==> config.mk <==
export PLATFORM = sky130hd
export DESIGN_NAME = ex_mdu
export DESIGN_NICKNAME = d
export VERILOG_FILES = /design/src/rtl/ex_mdu.sv
export SDC_FILE = /design/constraint.sdc
export NUM_CORES = 1
export LEC_CHECK = 0
export BUFFER_PORTS_ARGS = -buffer_cell sky130_fd_sc_hd__buf_2
export CAP_MARGIN = 10
export CORE_AREA = 2 2 201 203
export CTS_CLUSTER_SIZE = 8
export DETAILED_ROUTE_END_ITERATION = 8
export DIE_AREA = 0 0 203 205
export GPL_ROUTABILITY_DRIVEN = 0
export PLACE_DENSITY_LB_ADDON = 0.15
export SLEW_MARGIN = 20
export SYNTH_ARGS = -nofsm -noshare
export SYNTH_HDL_FRONTEND = slang
export SYNTH_SLANG_ARGS = --single-unit
==> constraint.sdc <==
create_clock -name clk -period 6.5 [get_ports clk]
set_input_delay 0.325 -clock clk [delete_from_list [all_inputs] [get_ports clk]]
set_output_delay 0.325 -clock clk [all_outputs]
set_load 0.03 [all_outputs]
==> src/rtl/ex_mdu.sv <==
// ex_mdu -- RV32M execute-stage multiply/divide unit.
//
// Consumes the instruction, operands and rd held in the ID/EX register.
// MUL/MULH/MULHSU/MULHU and DIV/DIVU/REM/REMU are executed with a radix-2
// iterative datapath (one bit per cycle, 32 iterations). While an iterative
// operation is in flight hold_req_o keeps ID/EX presenting the same
// instruction. The result is written to the register file in the DONE state.
// Divide-by-zero and signed overflow resolve in the start cycle.
//
// Optional feature: define MDU_FAST_MUL_EN to complete all multiplies in the
// start cycle with a combinational 33x33 signed multiplier.
//
// Ports:
//   clk           core clock
//   rst           synchronous reset, active-high
//   inst_i        instruction from ID/EX
//   reg1_rdata_i  rs1 value (dividend / multiplicand)
//   reg2_rdata_i  rs2 value (divisor / multiplier)
//   reg_waddr_i   rd from ID/EX
//   flush_i       jump/interrupt flush, aborts any operation
//   stall_i       external hold on ID/EX, keeps DONE from retiring
//   hold_req_o    hold request to the pipeline controller
//   busy_o        unit is not idle
//   reg_we_o      register-file write enable
//   reg_waddr_o   register-file write address
//   result_o      register-file write data
module ex_mdu (
  input  logic        clk,
  input  logic        rst,
  input  logic [31:0] inst_i,
  input  logic [31:0] reg1_rdata_i,
  input  logic [31:0] reg2_rdata_i,
  input  logic [4:0]  reg_waddr_i,
  input  logic        flush_i,
  input  logic        stall_i,
  output logic        hold_req_o,
  output logic        busy_o,
  output logic        reg_we_o,
  output logic [4:0]  reg_waddr_o,
  output logic [31:0] result_o
);

  localparam logic [6:0] OPC_OP     = 7'b0110011;
  localparam logic [6:0] F7_MULDIV  = 7'b0000001;

  localparam logic [2:0] F3_MUL    = 3'b000;
  localparam logic [2:0] F3_MULH   = 3'b001;
  localparam logic [2:0] F3_MULHSU = 3'b010;
  localparam logic [2:0] F3_DIV    = 3'b100;
  localparam logic [2:0] F3_REM    = 3'b110;

  typedef enum logic [1:0] {
    S_IDLE = 2'd0,
    S_BUSY = 2'd1,
    S_DONE = 2'd2
  } state_e;

  state_e      state_q;
  logic [4:0]  cnt_q;
  logic [2:0]  f3_q;
  logic [4:0]  rd_q;
  logic        neg1_q;
  logic        neg2_q;
  logic [31:0] op_q;      // multiplicand (mul) or divisor (div) magnitude
  logic [63:0] wrk_q;     // mul: {acc_hi, multiplier/acc_lo}; div: [31:0] dividend/quotient
  logic [31:0] rem_q;     // div: partial remainder
  logic [31:0] result_q;

  // ---------------------------------------------------------------- decode
  logic [2:0]  f3;
  logic        is_mdu;
  logic        is_div;
  logic        rs1_signed;
  logic        rs2_signed;
  logic        neg1;
  logic        neg2;
  logic [31:0] mag1;
  logic [31:0] mag2;

  assign f3         = inst_i[14:12];
  assign is_mdu     = (inst_i[6:0] == OPC_OP) && (inst_i[31:25] == F7_MULDIV);
  assign is_div     = f3[2];
  assign rs1_signed = (f3 == F3_DIV) || (f3 == F3_REM) || (f3 == F3_MULH) || (f3 == F3_MULHSU);
  assign rs2_signed = (f3 == F3_DIV) || (f3 == F3_REM) || (f3 == F3_MULH);
  assign neg1       = rs1_signed & reg1_rdata_i[31];
  assign neg2       = rs2_signed & reg2_rdata_i[31];
  assign mag1       = neg1 ? -reg1_rdata_i : reg1_rdata_i;
  assign mag2       = neg2 ? -reg2_rdata_i : reg2_rdata_i;

  // ------------------------------------------------- single-cycle results
  logic        div_zero;
  logic        div_ovf;
  logic        one_shot;
  logic [31:0] one_shot_res;
  logic [31:0] special_res;

  assign div_zero = is_div && (reg2_rdata_i == 32'd0);
  // Only the signed forms (DIV/REM have funct3[0]=0) can overflow.
  assign div_ovf  = is_div && !f3[0] && (reg1_rdata_i == 32'h8000_0000) &&
                    (reg2_rdata_i == 32'hFFFF_FFFF);

  // funct3[1] distinguishes REM* from DIV*.
  assign special_res = f3[1] ? (div_zero ? reg1_rdata_i : 32'd0)
                             : (div_zero ? 32'hFFFF_FFFF : 32'h8000_0000);

`ifdef MDU_FAST_MUL_EN
  logic signed [65:0] fast_prod;
  logic        [1:0]  fast_unused;

  // The extra top bit carries each operand's signedness, so one signed
  // multiplier covers MUL, MULH, MULHSU and MULHU.
  assign fast_prod    = $signed({neg1 & reg1_rdata_i[31] | (rs1_signed & reg1_rdata_i[31]), reg1_rdata_i}) *
                        $signed({rs2_signed & reg2_rdata_i[31], reg2_rdata_i});
  assign fast_unused  = fast_prod[65:64];
  assign one_shot     = div_zero || div_ovf || !is_div;
  assign one_shot_res = is_div ? special_res
                      : (f3 == F3_MUL) ? fast_prod[31:0] : fast_prod[63:32];
`else
  assign one_shot     = div_zero || div_ovf;
  assign one_shot_res = special_res;
`endif

  // ------------------------------------------------------------ handshake
  logic start;
  logic one_shot_we;

  assign start       = (state_q == S_IDLE) && is_mdu && !flush_i && !one_shot;
  assign one_shot_we = (state_q == S_IDLE) && is_mdu && !flush_i && one_shot;

  // stall_i only influences the DONE->IDLE transition, so it never reaches
  // hold_req_o combinationally.
  assign hold_req_o = !flush_i && (start || (state_q == S_BUSY));
  assign busy_o     = (state_q != S_IDLE);

  always_comb begin
    // NOTE: every output gets a default first so no path leaves it unassigned
    // (which would infer a latch).
    reg_we_o    = 1'b0;
    reg_waddr_o = 5'd0;
    result_o    = 32'd0;
    if (!flush_i) begin
      if (state_q == S_DONE) begin
        reg_we_o    = 1'b1;
        reg_waddr_o = rd_q;
        result_o    = result_q;
      end else if (one_shot_we) begin
        reg_we_o    = 1'b1;
        reg_waddr_o = reg_waddr_i;
        result_o    = one_shot_res;
      end
    end
  end

  // ------------------------------------------------------- iteration step
  logic [32:0] mul_sum;
  logic [63:0] mul_nxt;
  logic [32:0] div_shift;
  logic [33:0] div_diff;
  logic        div_fit;
  logic [31:0] rem_nxt;
  logic [63:0] div_nxt;
  logic [63:0] wrk_nxt;

  // Shift-add: add the multiplicand into the high half when the current
  // multiplier bit is set, then shift the whole accumulator right.
  assign mul_sum = {1'b0, wrk_q[63:32]} + (wrk_q[0] ? {1'b0, op_q} : 33'd0);
  assign mul_nxt = {mul_sum, wrk_q[31:1]};

  // Restoring divide: 33-bit partial remainder = remainder shifted left with
  // the next dividend bit; subtract the divisor and keep it if no borrow.
  assign div_shift = {rem_q, wrk_q[31]};
  assign div_diff  = {1'b0, div_shift} - {2'b00, op_q};
  assign div_fit   = !div_diff[33];
  // The kept remainder is always below the divisor, so 32 bits suffice.
  assign rem_nxt   = div_fit ? div_diff[31:0] : div_shift[31:0];
  assign div_nxt   = {32'd0, wrk_q[30:0], div_fit};

  assign wrk_nxt = f3_q[2] ? div_nxt : mul_nxt;

  // ------------------------------------------------------------ sign fix
  logic        sgn_diff;
  logic [63:0] prod_fix;
  logic [31:0] result_d;

  assign sgn_diff = neg1_q ^ neg2_q;
  assign prod_fix = sgn_diff ? -wrk_nxt : wrk_nxt;

  always_comb begin
    result_d = 32'd0;
    if (f3_q[2]) begin
      if (f3_q[1]) result_d = neg1_q   ? -rem_nxt       : rem_nxt;
      else         result_d = sgn_diff ? -wrk_nxt[31:0] : wrk_nxt[31:0];
    end else begin
      result_d = (f3_q == F3_MUL) ? prod_fix[31:0] : prod_fix[63:32];
    end
  end

  // ------------------------------------------------------------ state
  always_ff @(posedge clk) begin
    // NOTE: sequential state uses non-blocking assignments so every register
    // samples pre-edge values regardless of statement order.
    if (rst) begin
      state_q  <= S_IDLE;
      cnt_q    <= 5'd0;
      f3_q     <= 3'd0;
      rd_q     <= 5'd0;
      neg1_q   <= 1'b0;
      neg2_q   <= 1'b0;
      op_q     <= 32'd0;
      wrk_q    <= 64'd0;
      rem_q    <= 32'd0;
      result_q <= 32'd0;
    end else begin
      case (state_q)
        S_IDLE: begin
          if (start) begin
            state_q <= S_BUSY;
            cnt_q   <= 5'd31;
            f3_q    <= f3;
            rd_q    <= reg_waddr_i;
            neg1_q  <= neg1;
            neg2_q  <= neg2;
            rem_q   <= 32'd0;
            if (is_div) begin
              op_q  <= mag2;
              wrk_q <= {32'd0, mag1};
            end else begin
              op_q  <= mag1;
              wrk_q <= {32'd0, mag2};
            end
          end
        end
        S_BUSY: begin
          if (flush_i) begin
            state_q <= S_IDLE;
          end else begin
            wrk_q <= wrk_nxt;
            rem_q <= rem_nxt;
            cnt_q <= cnt_q - 5'd1;
            if (cnt_q == 5'd0) begin
              state_q  <= S_DONE;
              result_q <= result_d;
            end
          end
        end
        S_DONE: begin
          if (flush_i || !stall_i) state_q <= S_IDLE;
        end
        default: state_q <= S_IDLE;
      endcase
    end
  end

  // Instruction fields that do not affect this unit.
  logic sig_unused;
  assign sig_unused = ^{inst_i[24:15], div_diff[32]};

endmodule

# Word-level counts from Yosys, hierarchy flattened
# Cells that the tools add are included.
[op_classes] muxes=39 bitwise_logic=4 eq_ne=14 add_sub_neg=8 n_reduce_logical=31
[ops] cell="$mux 32" n=18
[ops] cell="$mux 64" n=4
[ops] cell="$neg 32->32" n=4
[ops] cell="$pmux 64 s2" n=1
[ops] cell="$eq 32x32->1 const B" n=2
[ops] cell="$neg 64->64" n=1
[ops] cell="$pmux 32 s2" n=1
[ops] cell="$sub 33x32->34" n=1
[ops] cell="$add 32x32->33" n=1
[ops] cell="$logic_not 32->1" n=1
[ops] cell="$mux 31" n=1
[ops] cell="$mux 5" n=5
[ops] cell="$logic_and 1x1->1" n=10
[ops] cell="$pmux 5 s2" n=1
[ops] cell="$reduce_and 3->1" n=3
[ops] cell="$mux 2" n=4
[ops] cell="$eq 7x1->1 const B" n=1
[ops] cell="$eq 7x6->1 const B" n=1
[ops] cell="$eq 3x3->1 const B" n=2
[ops] cell="$logic_or 1x1->1" n=6
[ops] cell="$pmux 2 s3" n=1
[ops] cell="$logic_not 1->1" n=5
[ops] cell="$logic_not 5->1" n=1
[ops] cell="$sub 5x1->5 const B" n=1
[ops] cell="15 further kinds" n=20
[word_totals] ff_bits=177 wordCells=106 out_inout_bits=40

# Longest topological paths before layout
# Gate-level depths: netlist of run 1.
[depth] ltp_word=9 mapped_depth=25 ltp_nobuf=21

# Least setup slack after synthesis of run 1
# OpenSTA, ideal clock, no wires.
[synth_timing] path_kind="register -> register" startpoint="register op_q[10]" endpoint="register result_q[30]" n_path_buf=4 stages_incl_launch_ff=25 arrival_ps=4725 setup_slack_ps=1689 period_less_slack_ps=4811 path_cell_list="dfxtp_1 -> inv_1 -> ha_1 -> clkbuf_1 -> nand4_1 -> nor3_1 -> o21ai_0 -> a31oi_1 -> o211ai_2 -> nand2_1 -> buf_2 -> buf_2 -> buf_2 -> a21oi_1 -> inv_1 -> ha_1 -> nand2_1 -> a211oi_1 -> nand2_1 -> o31ai_1 -> nand4_1 -> o41ai_1 -> xnor2_1 -> a21oi_1 -> a211oi_1"
[synth_via] elab_chain_cells=7 elab_cells_between_ends=15 cone_classes="5 x add/sub; 9 x mux; 1 x reduce/logical"
[synth_rtl] item="start: declaration" line_no="64" rtl="logic [31:0] op_q;"
[synth_rtl] item="start signal: assignment" line_no="225" rtl="op_q <= mag2;"
[synth_rtl] item="start signal: assignment" line_no="228" rtl="op_q <= mag1;"
[synth_rtl] item="$mux 32 / $sub 33x32->34 (equally long branches)" line_no="166, 172"
[synth_rtl] item="$add 32x32->33 / $logic_not 1->1 (equally long branches)" line_no="166, 173"
[synth_rtl] item="$mux 64" line_no="178" rtl="assign wrk_nxt = f3_q[2] ? div_nxt : mul_nxt;"
[synth_rtl] item="$neg 64->64 / $neg 32->32 (equally long branches)" line_no="186, 192"
[synth_rtl] item="$mux 64 / $mux 32 (equally long branches)" line_no="186, 192"
[synth_rtl] item="$mux 32, on equally long branches" line_no="194, 191"
[synth_rtl] item="$mux 32 (*)" line_no="190" rtl="if (f3_q[2]) begin"
[synth_rtl] item="end signal: assignment" line_no="242" rtl="result_q <= result_d;"
[synth_rtl] item="end: declaration" line_no="67" rtl="logic [31:0] result_q;"
# Mark *: on every way between the ends. The rest lies on a longest branch, timed or not.
# A chain may end at the register's enable or synchronous reset.

# Worst setup path in the final report of run 1
[layout_timing] startpoint="register op_q[20]" endpoint="register result_q[24]"
# Same word-level chain as after synthesis.

==> results by stage, run 1 <==
Status:
- The flow ran to the end, and the final reports show no timing, DRC or antenna violations.

Worst hold path:
- The launch instance of the worst min-delay path is reg_waddr_i[4].
- The worst-case hold path end point is rd_q[4].
- The number of cells traversed by the worst hold path is 3.
- The path category of the worst min-delay check is in -> reg.

Clocking:
- The number of buffers on the longest clock path is 2.
- The number of gates given a new drive strength after cts is 0.
- Clock tree synthesis found a total of about 180 sinks.
- Buffers inserted to repair hold after CTS numbered 0.
- CTS built an H-tree with a depth of 4.
- The clock buffer count from CTS is 17.
- The clock tree from TritonCTS is yes.
- CTS placed an instance of sky130_fd_sc_hd__clkbuf_16 at the clock tree root.
- The post-CTS clock slew at the launch and capture registers of the worst setup and hold paths is ~0.080 ns.
- The later pin in the worst-skew pair is clocked with a latency of between 0.4 and 0.5 ns.
- The post-CTS repair timing setup buffer count is 0.

Drt:
- The length of the first detailed-routing pass in iterations is 8.
- The number of antenna-violating nets in the routed design is 0.
- The average wire per standard cell is 22.3 um.
- For this run, design rule violations remaining after detail routing come to 0.
- After detailed routing, the total wire length is 69,900 um.
- The via density per instance is roughly 6.3.
- The detailed router placed roughly 20,000 vias in this run.
- For this block, the initial DRC count from the detailed router was about 2,300.

Critical path:
- The critical path class is reg -> reg.
- The family with the most delay on the worst path is compound AO/OA/AOI/OAI gates.
- The required time of the critical path is 6.86 ns.
- The category of the worst setup path launch point is a register.
- The number of buffer and inverter instances along the worst setup path is 1.
- The cell count of the worst reg-to-reg path is 19.
- Data arrives at the worst endpoint at ~6.2 ns.
- Of all nets on the critical path, the largest fanout is 10.
- The slowest cell on the critical path is sky130_fd_sc_hd__a2111oi_0.
- The longest individual stage delay on the worst path is ~0.8 ns.
- The end of the worst register-to-register path is result_q[24].
- The worst setup path is captured at a register.
- The launch instance of the worst register-to-register path is op_q[20].
- The worst reg-to-reg setup slack is approximately 0.67 ns.
- Walking the worst path, the cells encountered are inv_1 -> ha_1 -> a21oi_1 -> o21ai_0 -> a2111oi_0 -> nor2_1 -> nor2_1 -> nand2_1 -> mux2i_1 -> ha_1 -> nand2_1 -> a211oi_1 -> nand2_1 -> o31ai_1 -> nand4_1 -> and3_1 -> o21ai_0 -> o21ai_0 -> o311a_1.

Power and ir drop:
- The cell area power density is 125 nW/um^2.
- The leakage power figure is between 0.007 and 0.008 uW.
- The internal power of the cells is about 1700 uW.
- The share of total power in the clock network is 0.445.
- The combinational group share of total power is 0.100.
- VDD sags by at most 0.168 mV.
- The total net switching power is a little under 700 uW.
- The net switching share of the total power is 0.285.
- Of the total power, registers draw 0.455.

Timing:
- The final worst setup slack is 0.666 ns.
- The final-report max-slew violation count was 0.
- The maximum clock frequency is approximately 170 MHz.
- Clock skew on the completed layout was measured at about 0.011 ns.
- The total count of hold-check failures in the final report is 0.
- In the finished design, the share of the clock period the worst path needs comes to 0.897.
- Setup repair after global routing left no endpoint under its margin.
- The actual transition at the worst max-transition pin is between 1 and 1.5 ns.
- The total of endpoints with negative setup slack in the final report is 0.
- The final-layout setup total negative slack is 0 ns.
- The relative slew slack is 0.313.
- The time the final worst path needs with I/O delays and setup is around 5.8 ns.

Cells and area:
- The filler cell count is just over 4,000.
- In the final layout, the share of cells above drive strength 1 is 0.0945.
- The final core utilization is 0.485.
- The most common library cell in the layout ignoring fill and taps is sky130_fd_sc_hd__nand2_1.
- The flip-flop and latch area is 3550 sq um.
- The total area of multi-input combinational cells is 13,100 sq um.
- The top cell types in the final layout, fill and taps aside, are 318 x sky130_fd_sc_hd__nand2_1, 283 x sky130_fd_sc_hd__a21oi_1, 281 x sky130_fd_sc_hd__nor2_1.
- The final-stage net count is around 2,800.
- Compared with the post-synthesis result, the final layout area differs by 8.25%.

Synth:
- The register bit count reported by yosys is about 180.
- In this run, synthesis inferred 0 flip-flops with an integrated enable.
- After synthesis, the share of flip-flops with an asynchronous set or reset is 0.
- The number of instances in the synthesized netlist is 2,584.
- The most used flip-flop cell after synthesis is sky130_fd_sc_hd__dfxtp_1.
- The per-instance average area after synthesis is between 6 and 7 sq um.
- The unique cell type count in the Yosys netlist is 86.
- The total of warnings raised by yosys is 0.
- After synthesis the cells add up to 17,600 sq um.
- Of the synthesized area, sequential elements account for 0.201.
- The total nets after synthesis is approximately 2,800.

Floorplanning:
- The vertical extent of the die is just over 200 um.
- In this run the count of I/O pins placed on the die edge is around 150.
- For this configuration, the core starts out at a cell density of 0.448.
- The placeable core area is 39,400 sq um.
- The floorplan has 73 rows.
- The die covers 41,600 sq um.
- From left edge to right edge, the die measures approximately 200 um.

Placement:
- Port buffering added roughly 130 buffers.
- The total half-perimeter wirelength after legalization and detailed placement is 53,600 um.
- Timing analysis after detailed placement gives a worst setup slack of ~0.87 ns.

GRT:
- The wire length of the first global-routing pass is 105,000 um.
- The pin count of the biggest net entering global routing is roughly 130.
- After global routing the overflow that remains totals 0.
- The total routing usage reported by global routing is 0.328.
- The via count of the first global-routing pass was around 18,000.
- The number of antenna violations at the first check in global routing is 3.

Job:
- Max-cap violations in this run came to 0.
## power groups by stage
| stage | Sequential [uW] | Combinational [uW] | Clock, uW |
|---|---|---|---|
| 2_1_floorplan | 1110 | 136 | 0 |
| 3_3_place_gp | 1110 | 229 | 0 |
| 3_5_place_dp | 1110 | 233 | 0 |
| 4_1_cts | 1080 | 234 | 1070 |
| 5_1_grt | 1080 | 261 | 1090 |
| 6_report | 1080 | 239 | 1060 |
## synthesized netlist by cell type, types with 29 or more instances
| master | count | area share |
|---|---|---|
| sky130_fd_sc_hd__a211oi_1 | 37 | 0.016 |
| sky130_fd_sc_hd__a21o_1 | 29 | 0.012 |
| sky130_fd_sc_hd__a21oi_1 | 283 | 0.080 |
| sky130_fd_sc_hd__a31oi_1 | 70 | 0.025 |
| sky130_fd_sc_hd__and2_1 | 42 | 0.015 |
| sky130_fd_sc_hd__buf_2 | 30 | 0.0085 |
| sky130_fd_sc_hd__clkbuf_1 | 126 | 0.027 |
| sky130_fd_sc_hd__dfxtp_1 | 177 | 0.20 |
| sky130_fd_sc_hd__ha_1 | 70 | 0.050 |
| sky130_fd_sc_hd__inv_1 | 68 | 0.014 |
| sky130_fd_sc_hd__mux2i_1 | 61 | 0.035 |
| sky130_fd_sc_hd__nand2_1 | 319 | 0.068 |
| sky130_fd_sc_hd__nand3_1 | 64 | 0.018 |
| sky130_fd_sc_hd__nand4_1 | 29 | 0.010 |
| sky130_fd_sc_hd__nor2_1 | 284 | 0.060 |
| sky130_fd_sc_hd__nor2b_1 | 45 | 0.016 |
| sky130_fd_sc_hd__nor3_1 | 84 | 0.024 |
| sky130_fd_sc_hd__o211ai_1 | 44 | 0.019 |
| sky130_fd_sc_hd__o21ai_0 | 146 | 0.041 |
| sky130_fd_sc_hd__o21ai_1 | 32 | 0.0091 |
| sky130_fd_sc_hd__or3_1 | 32 | 0.011 |
| sky130_fd_sc_hd__xnor2_1 | 113 | 0.056 |
| sky130_fd_sc_hd__xor2_1 | 88 | 0.044 |
## how the worst max path moves through the flow
stage,startpoint,endpoint,slack (ns),cells past startpoint
2_1_floorplan,op_q[10],result_q[30],1.69,24
3_3_place_gp,op_q[18],result_q[24],1.08,19
3_5_place_dp,op_q[18],result_q[24],0.87,19
4_1_cts,op_q[18],result_q[24],0.86,19
5_1_grt,op_q[20],result_q[24],0.14,19
6_report,op_q[20],result_q[24],0.67,19
## flip-flops by register name, summed over array words and instances, names as in the netlist
| signal | count |
|---|---|
| wrk_q | 64 |
| op_q | 32 |
| rem_q | 32 |
| result_q | 32 |
| cnt_q | 5 |
| rd_q | 5 |
| f3_q | 3 |
| state_q | 2 |
| neg1_q | 1 |
| neg2_q | 1 |
## metrics by stage
stage	instances	instance area, sq um	hold WS [ns]	power (uW)
after CTS	3128	19100	0.0950	2380
after global routing	3128	19100	0.120	2440
after floorplan	2584	17600	0.423	1240
final	3129	19100	0.108	2380
after global placement	3096	18500	0.441	1340
after detailed placement	3096	18500	0.447	1340
## layer usage
layer | global-route usage | routed length (um)
met4 | 0.144 | 3030
met5 | 0 | 15
met2 | 0.501 | 30200
met3 | 0.0711 | 6730
met1 | 0.443 | 29900
## kinds of logic (layout without fill, tap and decap cells)
family | after synthesis | in the layout | synth area share
compound gates | 802 | 802 | 0.280
xor+xnor | 201 | 201 | 0.0999
fa+ha+maj | 72 | 72 | 0.0520
buf+inv | 246 | 265 | 0.0563
flops | 177 | 177 | 0.201
mux | 66 | 66 | 0.0378
other cells | 0 | 1 | 0
simple gates | 1020 | 1020 | 0.273
## tightest hold or removal path, cell delays in order
cell	delay [ns]
sky130_fd_sc_hd__buf_2	0.10
sky130_fd_sc_hd__nand2_1	0.05
sky130_fd_sc_hd__a21oi_1	0.05
## layout make-up
cell class | instances | share of cell area
Timing Repair Buffer | 163 | 0.0481
Sequential cell | 177 | 0.186
Antenna cell | 1 | 0.000131
Clock buffer | 21 | 0.0236
Multi-Input combinational cell | 2161 | 0.688
Tap cell | 525 | 0.0344
Inverter | 70 | 0.0138
Clock inverter | 11 | 0.00551
No activity file was read; power rests on OpenSTA's default activity.
==> run 2: changes to the inputs <==
--- a/config.mk
+++ b/config.mk
@@ -13,6 +13,7 @@
 export DIE_AREA = 0 0 203 205
 export GPL_ROUTABILITY_DRIVEN = 0
 export PLACE_DENSITY_LB_ADDON = 0.15
+export RECOVER_POWER = 50
 export SLEW_MARGIN = 20
 export SYNTH_ARGS = -nofsm -noshare
 export SYNTH_HDL_FRONTEND = slang
==> results by stage, run 2 (synthesized netlist as in run 1, its figures left out) <==
Floorplanning:
- The initial standard-cell utilization of the core is 0.448 (unchanged).
- The number of top-level design ports is 145 (unchanged).
- The site row count is 73 (unchanged).
- The placeable core area is 39,400 sq um (unchanged).
- The width of the die is 203 um (unchanged).
- The vertical extent of the die came to 205 um (unchanged).
- The die area is 41,600 sq um (unchanged).

Status:
- The final reports fail on max-capacitance violations, max-slew violations.
- The flow ran to the end, but the final reports show violations.

Timing:
- The total of endpoints with negative setup slack in the final report is 0 (unchanged).
- The final-report max-slew violation count is 252 (+252).
- The actual transition at the worst max-transition pin is 3.25 ns (+2.22 ns).
- The final worst clock skew came to 0.0134 ns (+0.00203 ns).
- Setup repair after global routing left no endpoint under its margin.
- The total count of hold-check failures in the final report is 0 (unchanged).
- The maximum clock frequency came to 171 MHz (-0.35%).
- The final-layout setup total negative slack is 0 ns (unchanged).
- The time the final worst path needs with I/O delays and setup is 5.85 ns (+0.0208 ns).
- The relative slew slack is -1.17 (-1.48).
- The final cycle utilization of the critical path is 0.901 (+0.00319).
- The final worst setup slack is 0.646 ns (-0.0208 ns).

Critical path:
- The slowest cell on the critical path is sky130_fd_sc_hd__a2111oi_0.
- The data arrival time at the worst-slack endpoint is 6.21 ns (+0.02 ns).
- The launch instance of the worst register-to-register path is op_q[20].
- The end of the worst register-to-register path is result_q[24].
- The required time of the critical path came to 6.86 ns (about the same).
- The number of buffer and inverter instances along the worst setup path is 1 (unchanged).
- The worst reg-to-reg setup slack was 0.65 ns (-0.02 ns).
- The critical path class is reg -> reg.
- Traced cell by cell, the critical path runs through inv_1 -> ha_1 -> a21oi_1 -> o21ai_0 -> a2111oi_0 -> nor2_1 -> nor2_1 -> nand2_1 -> mux2i_1 -> ha_1 -> nand2_1 -> a211oi_1 -> nand2_1 -> o31ai_1 -> nand4_1 -> and3_1 -> o21ai_0 -> o21ai_0 -> o311a_1.
- The cell count of the worst reg-to-reg path came to 19 (unchanged).
- The category of the worst setup path launch point is a register.
- The longest individual stage delay on the worst path was 0.85 ns (+0.04 ns).
- The largest driver fanout on the critical path came to 10 (unchanged).
- The kind of capture point of the worst setup path is a register.
- In this design, the largest share of critical-path delay is due to compound AO/OA/AOI/OAI gates.

Drt:
- The number of violations reported at the end of detailed-routing iteration 0 is 2,152 (-6.8%).
- The length of the first detailed-routing pass in iterations is 6 (-2).
- The routed wire length is 70,000 um (+0.18%).
- The residual DRC count is 0 (unchanged).
- The total number of vias is 19,600 (-0.33%).
- The average wire per standard cell is 22.4 um (+0.18%).
- The via density per instance is 6.27 (-0.33%).
- The number of antenna-violating nets in the routed design was 0 (unchanged).

Cells and area:
- The filler cell count was 4,116 (+0.29%).
- The number of flip-flops in the largest register is 64 (unchanged).
- The total area of multi-input combinational cells is 13,100 sq um (about the same).
- The final instance area is 19,000 sq um (-0.19%).
- The flip-flop and latch area came to 3550 sq um (unchanged).
- The register name with the most flops is wrk_q.
- The final-stage net count is 2,767 (unchanged).
- Leaving out fill and tap cells, the most frequent cells in the layout are 318 x sky130_fd_sc_hd__nand2_1, 285 x sky130_fd_sc_hd__a21oi_1, 281 x sky130_fd_sc_hd__nor2_1.
- The share of cells above drive strength 1 is 0.0914 (-0.00307).
- The final core utilization is 0.484 (-0.000922).
- The most common library cell in the layout ignoring fill and taps is sky130_fd_sc_hd__nand2_1.
- The area growth from synthesis to final layout is 8.04%.

Placement:
- The standard cell area after detailed placement came to 18,500 sq um (unchanged).
- The total half-perimeter wirelength after legalization and detailed placement is 53,600 um (unchanged).
- The count of buffers from port buffering is 129 (unchanged).
- The worst-case setup slack after placement is 0.872 ns (unchanged).

GRT:
- The wire length of the first global-routing pass came to 105,000 um (unchanged).
- The number of antenna violations at the first check in global routing came to 3 (unchanged).
- The overflow left after global routing is 0 (unchanged).
- The via count of the first global-routing pass is 17,600 (unchanged).
- The pin count of the biggest net entering global routing is 129 (unchanged).
- The total routing usage reported by global routing is 0.328 (unchanged).

Clocking:
- The quantity of hold-fixing buffers added after cts is 0 (unchanged).
- The number of gates given a new drive strength after cts was 0 (unchanged).
- The cell at the root of the clock tree is sky130_fd_sc_hd__clkbuf_16.
- The post-CTS clock slew at the launch and capture registers of the worst setup and hold paths is 0.08 ns (about the same).
- The source-to-sink clock delay at the later pin of the worst-skew pair is 0.47 ns (about the same).
- The deepest level of the CTS H-tree is 4 (unchanged).
- The number of buffers on the longest clock path is 2 (unchanged).
- The clock buffer count from CTS is 17 (unchanged).
- The clock tree from TritonCTS is yes.
- The post-CTS repair timing setup buffer count is 0 (unchanged).
- The CTS sink count is 177 (unchanged).

Power and ir drop:
- The combinational group share of total power is 0.100 (about the same).
- The net switching share of the total power came to 0.286 (+0.00165).
- The share of total power in the clock network came to 0.446 (about the same).
- The cell area power density is 125 nW/um^2 (+0.40%).
- The portion of total power attributed to sequential cells is 0.454 (about the same).
- The total net switching power is 683 uW (+0.79%).
- The leakage power figure was 0.00751 uW (-0.33%).
- The internal power of the cells is 1700 uW (about the same).
- The maximum ir drop on the vdd rail was 0.170 mV (+0.77%).

Worst hold path:
- The path category of the worst min-delay check is in -> reg.
- The number of cells traversed by the worst hold path came to 3 (unchanged).
- The worst-case hold path end point is rd_q[0].
- The startpoint identified for the worst hold timing path is reg_waddr_i[0].

Job:
- The max-cap check violation count is 3 (+3).
==> run 2: per-layer routing <==
metal  vias up  wire [um]  track usage
met4         2       3000        0.144
met1      9256      30300        0.443
li1       9280          -            -
met2       928      30300        0.501
met3       138       6470       0.0711
met5         -         15            0
==> run 2: cell type report <==
type / instances / area share
diodes: 1 / 0.000131
clock buffers: 21 / 0.0237
clock inverters: 11 / 0.00552
inverters: 70 / 0.0138
multi-input cells: 2161 / 0.689
flip-flops and latches: 177 / 0.186
well taps: 525 / 0.0345
repair buffers: 163 / 0.0468
==> run 2: worst max-delay path by stage <==
stage	startpoint	endpoint	slack [ns]	depth (start not counted)
2_1_floorplan	op_q[10]	result_q[30]	1.69	24
3_3_place_gp	op_q[18]	result_q[24]	1.08	19
3_5_place_dp	op_q[18]	result_q[24]	0.87	19
4_1_cts	op_q[18]	result_q[24]	0.86	19
5_1_grt	op_q[20]	result_q[24]	0.14	19
6_report	op_q[20]	result_q[24]	0.65	19
==> run 2: per-stage QoR <==
stage	total power (uW)	hold WS, ns	instances
floorplan	1240	0.423	2584
global placement	1340	0.441	3096
detailed placement	1340	0.447	3096
CTS	2380	0.0950	3128
global route	2440	0.120	3128
finish	2390	0.104	3129
==> run 2: worst register-to-register path, stage by stage, from the launching register on <==
cell                        delay [ns]
sky130_fd_sc_hd__dfxtp_1          0.36
sky130_fd_sc_hd__inv_1            0.09
sky130_fd_sc_hd__ha_1             0.43
sky130_fd_sc_hd__a21oi_1          0.23
sky130_fd_sc_hd__o21ai_0          0.20
sky130_fd_sc_hd__a2111oi_0        0.85
sky130_fd_sc_hd__nor2_1           0.15
sky130_fd_sc_hd__nor2_1           0.17
sky130_fd_sc_hd__nand2_1          0.30
sky130_fd_sc_hd__mux2i_1          0.39
sky130_fd_sc_hd__ha_1             0.25
sky130_fd_sc_hd__nand2_1          0.08
sky130_fd_sc_hd__a211oi_1         0.42
sky130_fd_sc_hd__nand2_1          0.10
sky130_fd_sc_hd__o31ai_1          0.34
sky130_fd_sc_hd__nand4_1          0.28
sky130_fd_sc_hd__and3_1           0.28
sky130_fd_sc_hd__o21ai_0          0.35
sky130_fd_sc_hd__o21ai_0          0.16
sky130_fd_sc_hd__o311a_1          0.30
==> run 2: power by group through the flow <==
stage / Combinational (uW) / Sequential (uW) / Clock (uW)
finish: 239 / 1080 / 1060
global route: 261 / 1080 / 1090
CTS: 234 / 1080 / 1070
detailed placement: 233 / 1110 / 0
global placement: 229 / 1110 / 0
floorplan: 136 / 1110 / 0
